<file path="src/rtl/uart_pkg.sv">
// Shared types and helpers for the UART transmit path.
// State encoding, line levels and the parity helper.
package uart_pkg;

  typedef enum logic [2:0] {
    IDLE,
    START,
    DATA,
    PARITY,
    STOP
  } state_t;

  localparam logic LINE_IDLE  = 1'b1;
  localparam logic LINE_START = 1'b0;

  localparam int MAX_DATA_BITS = 9;

  // Callers zero-extend narrower words; padding zeros leave the XOR unchanged.
  function automatic logic parity_of(
    input logic [MAX_DATA_BITS-1:0] data,
    input logic                     odd
  );
    return (^data) ^ odd;
  endfunction

endpackage

</file>
<file path="src/rtl/uart_bit_timer.sv">
// Bit-period timer: counts 0..CLKS_PER_BIT-1 and flags the last cycle.
// Restart holds the count at zero so the first bit of a frame is full length.
module uart_bit_timer #(
  parameter int CLKS_PER_BIT = 10417
) (
  input  logic i_Clk,
  input  logic i_Rst,
  input  logic restart,
  output logic o_bit_end
);

  localparam int CNT_W = $clog2(CLKS_PER_BIT);
  localparam logic [CNT_W-1:0] CNT_LAST = CNT_W'(CLKS_PER_BIT - 1);

  logic [CNT_W-1:0] cnt;

  always_ff @(posedge i_Clk) begin
    if (i_Rst || restart || o_bit_end) cnt <= '0;
    else                               cnt <= cnt + 1'b1;
  end

  assign o_bit_end = (cnt == CNT_LAST);

endmodule

</file>
<file path="src/rtl/uart_tx_framer.sv">
// UART transmit framer: start, LSB-first data, optional parity, stop bits.
// A one-word holding buffer lets the next frame follow with no idle gap.
module uart_tx_framer
  import uart_pkg::*;
#(
  parameter int CLKS_PER_BIT = 10417,
  parameter int DATA_BITS    = 8,
  parameter int PARITY_EN    = 1,
  parameter int PARITY_ODD   = 0,
  parameter int STOP_BITS    = 1
) (
  input  logic                 i_Clk,
  input  logic                 i_Rst,
  input  logic [DATA_BITS-1:0] i_tx_data,
  input  logic                 i_tx_valid,
  output logic                 o_tx_ready,
  output logic                 o_tx_serial,
  output logic                 o_tx_active,
  output logic                 o_tx_done
);

  localparam int IDX_W = $clog2(DATA_BITS);
  localparam logic [IDX_W-1:0] IDX_LAST  = IDX_W'(DATA_BITS - 1);
  localparam logic             STOP_LAST = 1'(STOP_BITS - 1);

  state_t state, next_state;

  logic                 buf_full;
  logic [DATA_BITS-1:0] buf_data;
  logic [DATA_BITS-1:0] shift;
  logic                 par;
  logic [IDX_W-1:0]     bit_idx;
  logic                 stop_idx;
  logic                 bit_end;
  logic                 accept;
  logic                 frame_end;
  logic                 load;

  uart_bit_timer #(
    .CLKS_PER_BIT(CLKS_PER_BIT)
  ) u_timer (
    .i_Clk    (i_Clk),
    .i_Rst    (i_Rst),
    .restart  (state == IDLE),
    .o_bit_end(bit_end)
  );

  assign o_tx_ready = !buf_full;
  assign accept     = i_tx_valid && o_tx_ready;
  assign frame_end  = (state == STOP) && bit_end
                   && (stop_idx == STOP_LAST);
  assign load       = buf_full && ((state == IDLE) || frame_end);

  always_ff @(posedge i_Clk) begin
    if (i_Rst) state <= IDLE;
    else       state <= next_state;
  end

  always_comb begin
    next_state = state;
    unique case (state)
      IDLE:   if (buf_full) next_state = START;
      START:  if (bit_end) next_state = DATA;
      DATA:
        if (bit_end && bit_idx == IDX_LAST)
          next_state = (PARITY_EN != 0) ? PARITY : STOP;
      PARITY: if (bit_end) next_state = STOP;
      STOP:
        if (frame_end)
          next_state = buf_full ? START : IDLE;
      default: next_state = IDLE;
    endcase
  end

  always_comb begin
    o_tx_serial = LINE_IDLE;
    unique case (state)
      START:   o_tx_serial = LINE_START;
      DATA:    o_tx_serial = shift[0];
      PARITY:  o_tx_serial = par;
      default: o_tx_serial = LINE_IDLE;
    endcase
    o_tx_active = (state != IDLE);
    o_tx_done   = frame_end;
  end

  // Accept needs an empty buffer and load needs a full one, so they never collide.
  always_ff @(posedge i_Clk) begin
    if (i_Rst) begin
      buf_full <= 1'b0;
      buf_data <= '0;
    end else if (accept) begin
      buf_full <= 1'b1;
      buf_data <= i_tx_data;
    end else if (load) begin
      buf_full <= 1'b0;
    end
  end

  always_ff @(posedge i_Clk) begin
    if (i_Rst) begin
      shift    <= '0;
      par      <= 1'b0;
      bit_idx  <= '0;
      stop_idx <= 1'b0;
    end else if (load) begin
      shift    <= buf_data;
      par      <= parity_of(MAX_DATA_BITS'(buf_data), 1'(PARITY_ODD));
      bit_idx  <= '0;
      stop_idx <= 1'b0;
    end else if (bit_end) begin
      if (state == DATA) begin
        shift   <= shift >> 1;
        bit_idx <= (bit_idx == IDX_LAST) ? '0 : bit_idx + 1'b1;
      end
      if (state == STOP)
        stop_idx <= (stop_idx == STOP_LAST) ? 1'b0 : stop_idx + 1'b1;
    end
  end

endmodule

</file>
<file path="config.mk">
export PLATFORM = sky130hd
export DESIGN_NAME = uart_tx_framer
export DESIGN_NICKNAME = d
export VERILOG_FILES = /design/src/rtl/uart_pkg.sv /design/src/rtl/uart_bit_timer.sv /design/src/rtl/uart_tx_framer.sv
export SDC_FILE = /design/constraint.sdc
export NUM_CORES = 1
export LEC_CHECK = 0
export CORE_ASPECT_RATIO = 1.75
export CORE_MARGIN = 10
export CORE_UTILIZATION = 30
export CTS_BUF_LIST = sky130_fd_sc_hd__clkbuf_4 sky130_fd_sc_hd__clkbuf_8
export DETAILED_ROUTE_END_ITERATION = 16
export GPL_TIMING_DRIVEN = 0
export HOLD_SLACK_MARGIN = 0.08
export MAX_ROUTING_LAYER = met4
export SLEW_MARGIN = 20
export SYNTH_ARGS = -nofsm -noshare
export SYNTH_HDL_FRONTEND = slang
export SYNTH_SLANG_ARGS = --single-unit
</file>
<file path="constraint.sdc">
create_clock -name i_Clk -period 4.3 [get_ports i_Clk]
set_input_delay 0.86 -clock i_Clk [delete_from_list [all_inputs] [get_ports i_Clk]]
set_output_delay 0.86 -clock i_Clk [all_outputs]
set_load 0.005 [all_outputs]
</file>
---- Yosys cells after proc, flatten, opt, wreduce, memory -nomap -nowiden ----
Cells that the tools add are included.
storage, ports and cells
  bits of input ports ..................... 11
  word-level logic and storage cells ...... 58
  register bits after elaboration ......... 39
  output and inout bits ................... 4
operators by class
  reductions and logical operators ........ 20
  bitwise operators ....................... 1
  muxes and demuxes ....................... 15
  equal/unequal tests ..................... 11
  add/sub/neg operators ................... 3
operator list
  operator                 number
  $mux W8                  3
  $mux W3                  6
  $pmux W3 S5              1
  $add A14 B1 Y14 const B  1
  $eq A14 B14 Y1 const B   1
  $ne A2 B2 Y1 const B     5
  $reduce_xor A9 Y1        1
  $eq A3 B2 Y1 const B     2
  $eq A3 B3 Y1 const B     2
  $reduce_and A2 Y1        3
  $reduce_bool A2 Y1       3
  $logic_and A1 B1 Y1      5
  $reduce_and A5 Y1        1
  $mux W1                  4
  $add A3 B1 Y3 const B    1
  $eq A3 B1 Y1 const B     1
  $logic_not A3 Y1         1
  $logic_or A1 B1 Y1       3
  $pmux W1 S3              1
  $reduce_bool A3 Y1       1
  $reduce_or A2 Y1         1
  $add A1 B1 Y1 const B    1
  $logic_not A1 Y1         1
  $not A1 Y1               1

---- Depth between registers and ports, before layout ----
  word-level depth ........................ 7
  gate-level depth with buffers ........... 7
  gate-level depth less buffers ........... 6

---- By module ----
From an unflattened synthesis, not the netlist that was laid out.
unflattened totals
  cells, all modules ...................... 193
  area total of the unflattened synthesis .. 1829.3 um^2
modules (own cells, without submodules)
  module          area an instance (um^2)  times used  cells each
  uart_tx_framer  1168.6                   1           121
  uart_bit_timer  660.6                    1           72

---- Least setup slack after synthesis ----
Ideal clock, no wire load.
  kind .................................... register -> output
  start ................................... reg u_timer.cnt[0]
  end ..................................... out o_tx_done
  data arrival time ....................... 1177 ps
  slack ................................... 2263 ps
  cell stages (with the launch flop) ...... 6
  cells stage by stage .................... dfxtp_1 inv_1 ha_1 and4b_1 nand4_2 nor4_1
on the way
  cells in the longest elaborated chain, start to end .. 3
ends and longest elaborated chain
  element                 RTL line              source
  from (decl)             uart_bit_timer.sv:15  logic [CNT_W-1:0] cnt;
  from (signal assigned)  uart_bit_timer.sv:19  else cnt <= cnt + 1'b1;
  $eq A14 B14 Y1          uart_bit_timer.sv:22  assign o_bit_end = (cnt == CNT_LAST);
  $logic_and A1 B1 Y1     uart_tx_framer.sv:50  assign frame_end = (state == STOP) && bit_end
  $logic_and A1 B1 Y1     uart_tx_framer.sv:51  && (stop_idx == STOP_LAST);
  to (decl)               uart_tx_framer.sv:19  output logic o_tx_done
Every way passes these cells.

---- Final worst setup path ----
Ends and elaborated chain as after synthesis.

==> results.sh <==
export IMPL_outcome="completed"
export IMPL_port_buffers=13
export IMPL_gp_congestion=0.8421
export IMPL_wl_per_cell_um=13.40
export IMPL_drt_first_pass_iters=4
export IMPL_fin_area_um2=2420
export IMPL_critPathCaptureType="output pin"
export IMPL_nets=277
export IMPL_crit_path_start_kind="flip-flop"
export IMPL_hpwlAfterDp_mm=3.469
export IMPL_max_freq_mhz=319.4
export IMPL_synth_edf_count=0
export IMPL_synth_ff_type="dfxtp_1"
export IMPL_clk_latency_ns=0.29
export IMPL_initial_utilization=0.3048
export IMPL_syn_to_final_growth_pct=16.65
export IMPL_hold_path_class="reg -> reg"
export IMPL_cts_htree_levels=2
export IMPL_die_area_um2=10770
export IMPL_cts_sinks=38
export IMPL_grt_usage=0.09260
export IMPL_cts_repair_resized=0
export IMPL_critical_path_max_fanout=10
export IMPL_powerDensity_nw_per_um2=328.0
export IMPL_num_antenna_cells=0
export IMPL_grt_max_degree=12
export IMPL_switching_share=0.2677
export IMPL_die_h_um=130.0
export IMPL_dpl_cell_area_um2=2310
export IMPL_clockRootBuffer="clkbuf_8"
export IMPL_synth_fa_ha_area_frac=0.02413
export IMPL_p_int_uw=581.3
export IMPL_grt_pass1_vias=1728
export IMPL_grt_overflow=0
export IMPL_synth_ff_latch_count=38
export IMPL_rows=40
export IMPL_syn_num_nets=257
export IMPL_netlist_instances=242
export IMPL_synth_compound_area_frac=0.1779
export IMPL_setup_tns_ns=0
export IMPL_power_leakage_uw=0.0008190
export IMPL_antenna_found_initial=0
export IMPL_via_per_inst=4.991
export IMPL_arrival_ns=2.27
export IMPL_ys_types=45
export IMPL_syn_area_um2=2074
export IMPL_min_from="u_timer.cnt[0]"
export IMPL_drive_gt1_frac=0.1027
export IMPL_holdBufCountCts=0
export IMPL_drt_iter0_drc=58
export IMPL_yosysSeqAreaShare=0.3667
export IMPL_synthTopCellsByCount="dfxtp_1, nor2_1, a21oi_1, inv_1, xnor2_1"
export IMPL_period_share=0.7281
export IMPL_slew_headroom=0.5049
export IMPL_synth_area_leaders="dfxtp_1, xnor2_1, a21oi_1"
export IMPL_final_hold_violation_count=0
export IMPL_synthMuxAreaShare=0.05308
export IMPL_vias=1732
export IMPL_clk_pin_slew_ns=0.07
export IMPL_yosysMostFrequentCell="dfxtp_1"
export IMPL_coreArea_um2=6807
export IMPL_maxCapViolCount=0
export IMPL_vdd_drop_max_v=0.0001910
export IMPL_synth_xor_area_frac=0.08022
export IMPL_critPathKind="reg -> out"
export IMPL_drv_slew=0
export IMPL_synth_area_per_cell_um2=8.572
export IMPL_crit_reg2reg_launch="u_timer.cnt[0]"
export IMPL_cts_buffers_inserted=5
export IMPL_min_period_ns=3.131
export IMPL_crit_path_start="u_timer.cnt[0]"
export IMPL_yosys_warnings=0
export IMPL_synth_top_family_by_area="simple AND/OR/NAND/NOR gates"
export IMPL_synth_top_cell_area_share=0.3667
export IMPL_setup_violations=0
export IMPL_crit_required_ns=3.44
export IMPL_synthSimpleGateAreaFrac=0.2232
export IMPL_drc_errors=0
export IMPL_antenna_left=0
export IMPL_tightest_slew_ns=0.7394
export IMPL_cts_setup_buffers=0
export IMPL_finClkSkew_ns=0.006016
export IMPL_p_switching_uw=212.5
export IMPL_drt_wl_total_mm=4.649
export IMPL_grt_pass1_wl_mm=8.121
export IMPL_p_comb_frac=0.163
export IMPL_cts_max_path_buffers=2
export IMPL_dieWidth_um=82.86
export IMPL_cts_tree="yes"
export IMPL_pin_count=15
export IMPL_rsz0062_at_grt="false"
export IMPL_async_reset_ff_frac=0
export IMPL_synth_largest_area_cell="dfxtp_1"
export IMPL_clock_power_share=0.364
export IMPL_p_seq_frac=0.472
## layer usage
layer | vias to the layer above | wire, µm | share of wire | GRT usage
li1 | 874 | - | - | -
met1 | 824 | 1956 | 0.42 | 0.09384
met2 | 26 | 2475 | 0.53 | 0.1670
met3 | 8 | 124 | 0.027 | 0.02059
met4 | 0 | 91 | 0.020 | 0.04125
met5 | - | 0 | 0 | -
## worst max-delay path, cell delays in order, from the launching register on
cell and delay [ns]:
dfxtp_1 0.34, inv_1 0.07, ha_1 0.16, and4b_1 0.24, nand4_2 0.25, nor4_1 0.35
clkdlybuf4s50_1 0.58
## state kept, by name, summed over array words and instances, names as in the netlist
name,cells
bit_idx,3
u_timer.cnt,14
buf_full,1
shift,8
par,1
buf_data,8
state,3
## final timing paths
path	cells after the start	end	slack (ns)
setup / recovery	6	o_tx_done	1.17
hold reg to reg	1	u_timer.cnt[0]	0.48
hold / removal	1	u_timer.cnt[0]	0.48
setup reg to reg	7	shift[7]	2.22
## layout by cell type, fill, tap and decap left out, types with 4 or more instances in the layout
master	n
dfxtp_1	38
nor2_1	34
a21oi_1	29
inv_1	24
xnor2_1	17
clkdlybuf4s50_1	13
mux2i_1	11
clkbuf_1	9
clkbuf_8	8
nand2_1	7
nand3_1	7
o21ai_0	6
nor3_1	6
a221oi_2	6
nand2b_1	4
ha_1	4
## stage by stage
| step | utilization | std cells | power, µW | setup slack (ns) | hold slack (ns) |
|---|---|---|---|---|---|
| 2_1_floorplan | - | 242 | 471.4 | 2.263 | 0.4409 |
| 3_3_place_gp | 0.3393 | 339 | 512.4 | 1.477 | 0.4611 |
| 3_5_place_dp | 0.3393 | 339 | 513.9 | 1.485 | 0.4669 |
| 4_1_cts | 0.3555 | 347 | 803.5 | 1.144 | 0.4832 |
| 5_1_grt | 0.3555 | 347 | 837.1 | 0.9675 | 0.5254 |
| 6_report | 0.3555 | 347 | 793.8 | 1.169 | 0.4757 |
## cell type report
| class | count | area (µm²) |
|---|---|---|
| timing repair buffer | 13 | 130.1 |
| buffer | 13 | 65.06 |
| sequential | 38 | 760.7 |
| inverter | 24 | 90.09 |
| multi-input combinational | 167 | 1159 |
| clock buffer | 8 | 110.1 |
| fill | 723 | 4387 |
| tap | 84 | 105.1 |
## power by group through the flow
stage | clock [µW] | sequential (µW) | combinational, µW
2_1_floorplan | 0 | 380 | 91.0
3_3_place_gp | 0 | 383 | 130
3_5_place_dp | 0 | 383 | 131
4_1_cts | 296 | 375 | 132
5_1_grt | 314 | 377 | 147
6_report | 289 | 375 | 130
## cell families after synthesis
family / count (synthesis)
AND/OR/NAND/NOR: 81
AO/OA/AOI/OAI: 52
flip-flops: 38
buffers and inverters: 37
XOR/XNOR: 19
multiplexers: 11
adder cells (fa/ha/maj): 4
(Power assumes the default switching activity.)
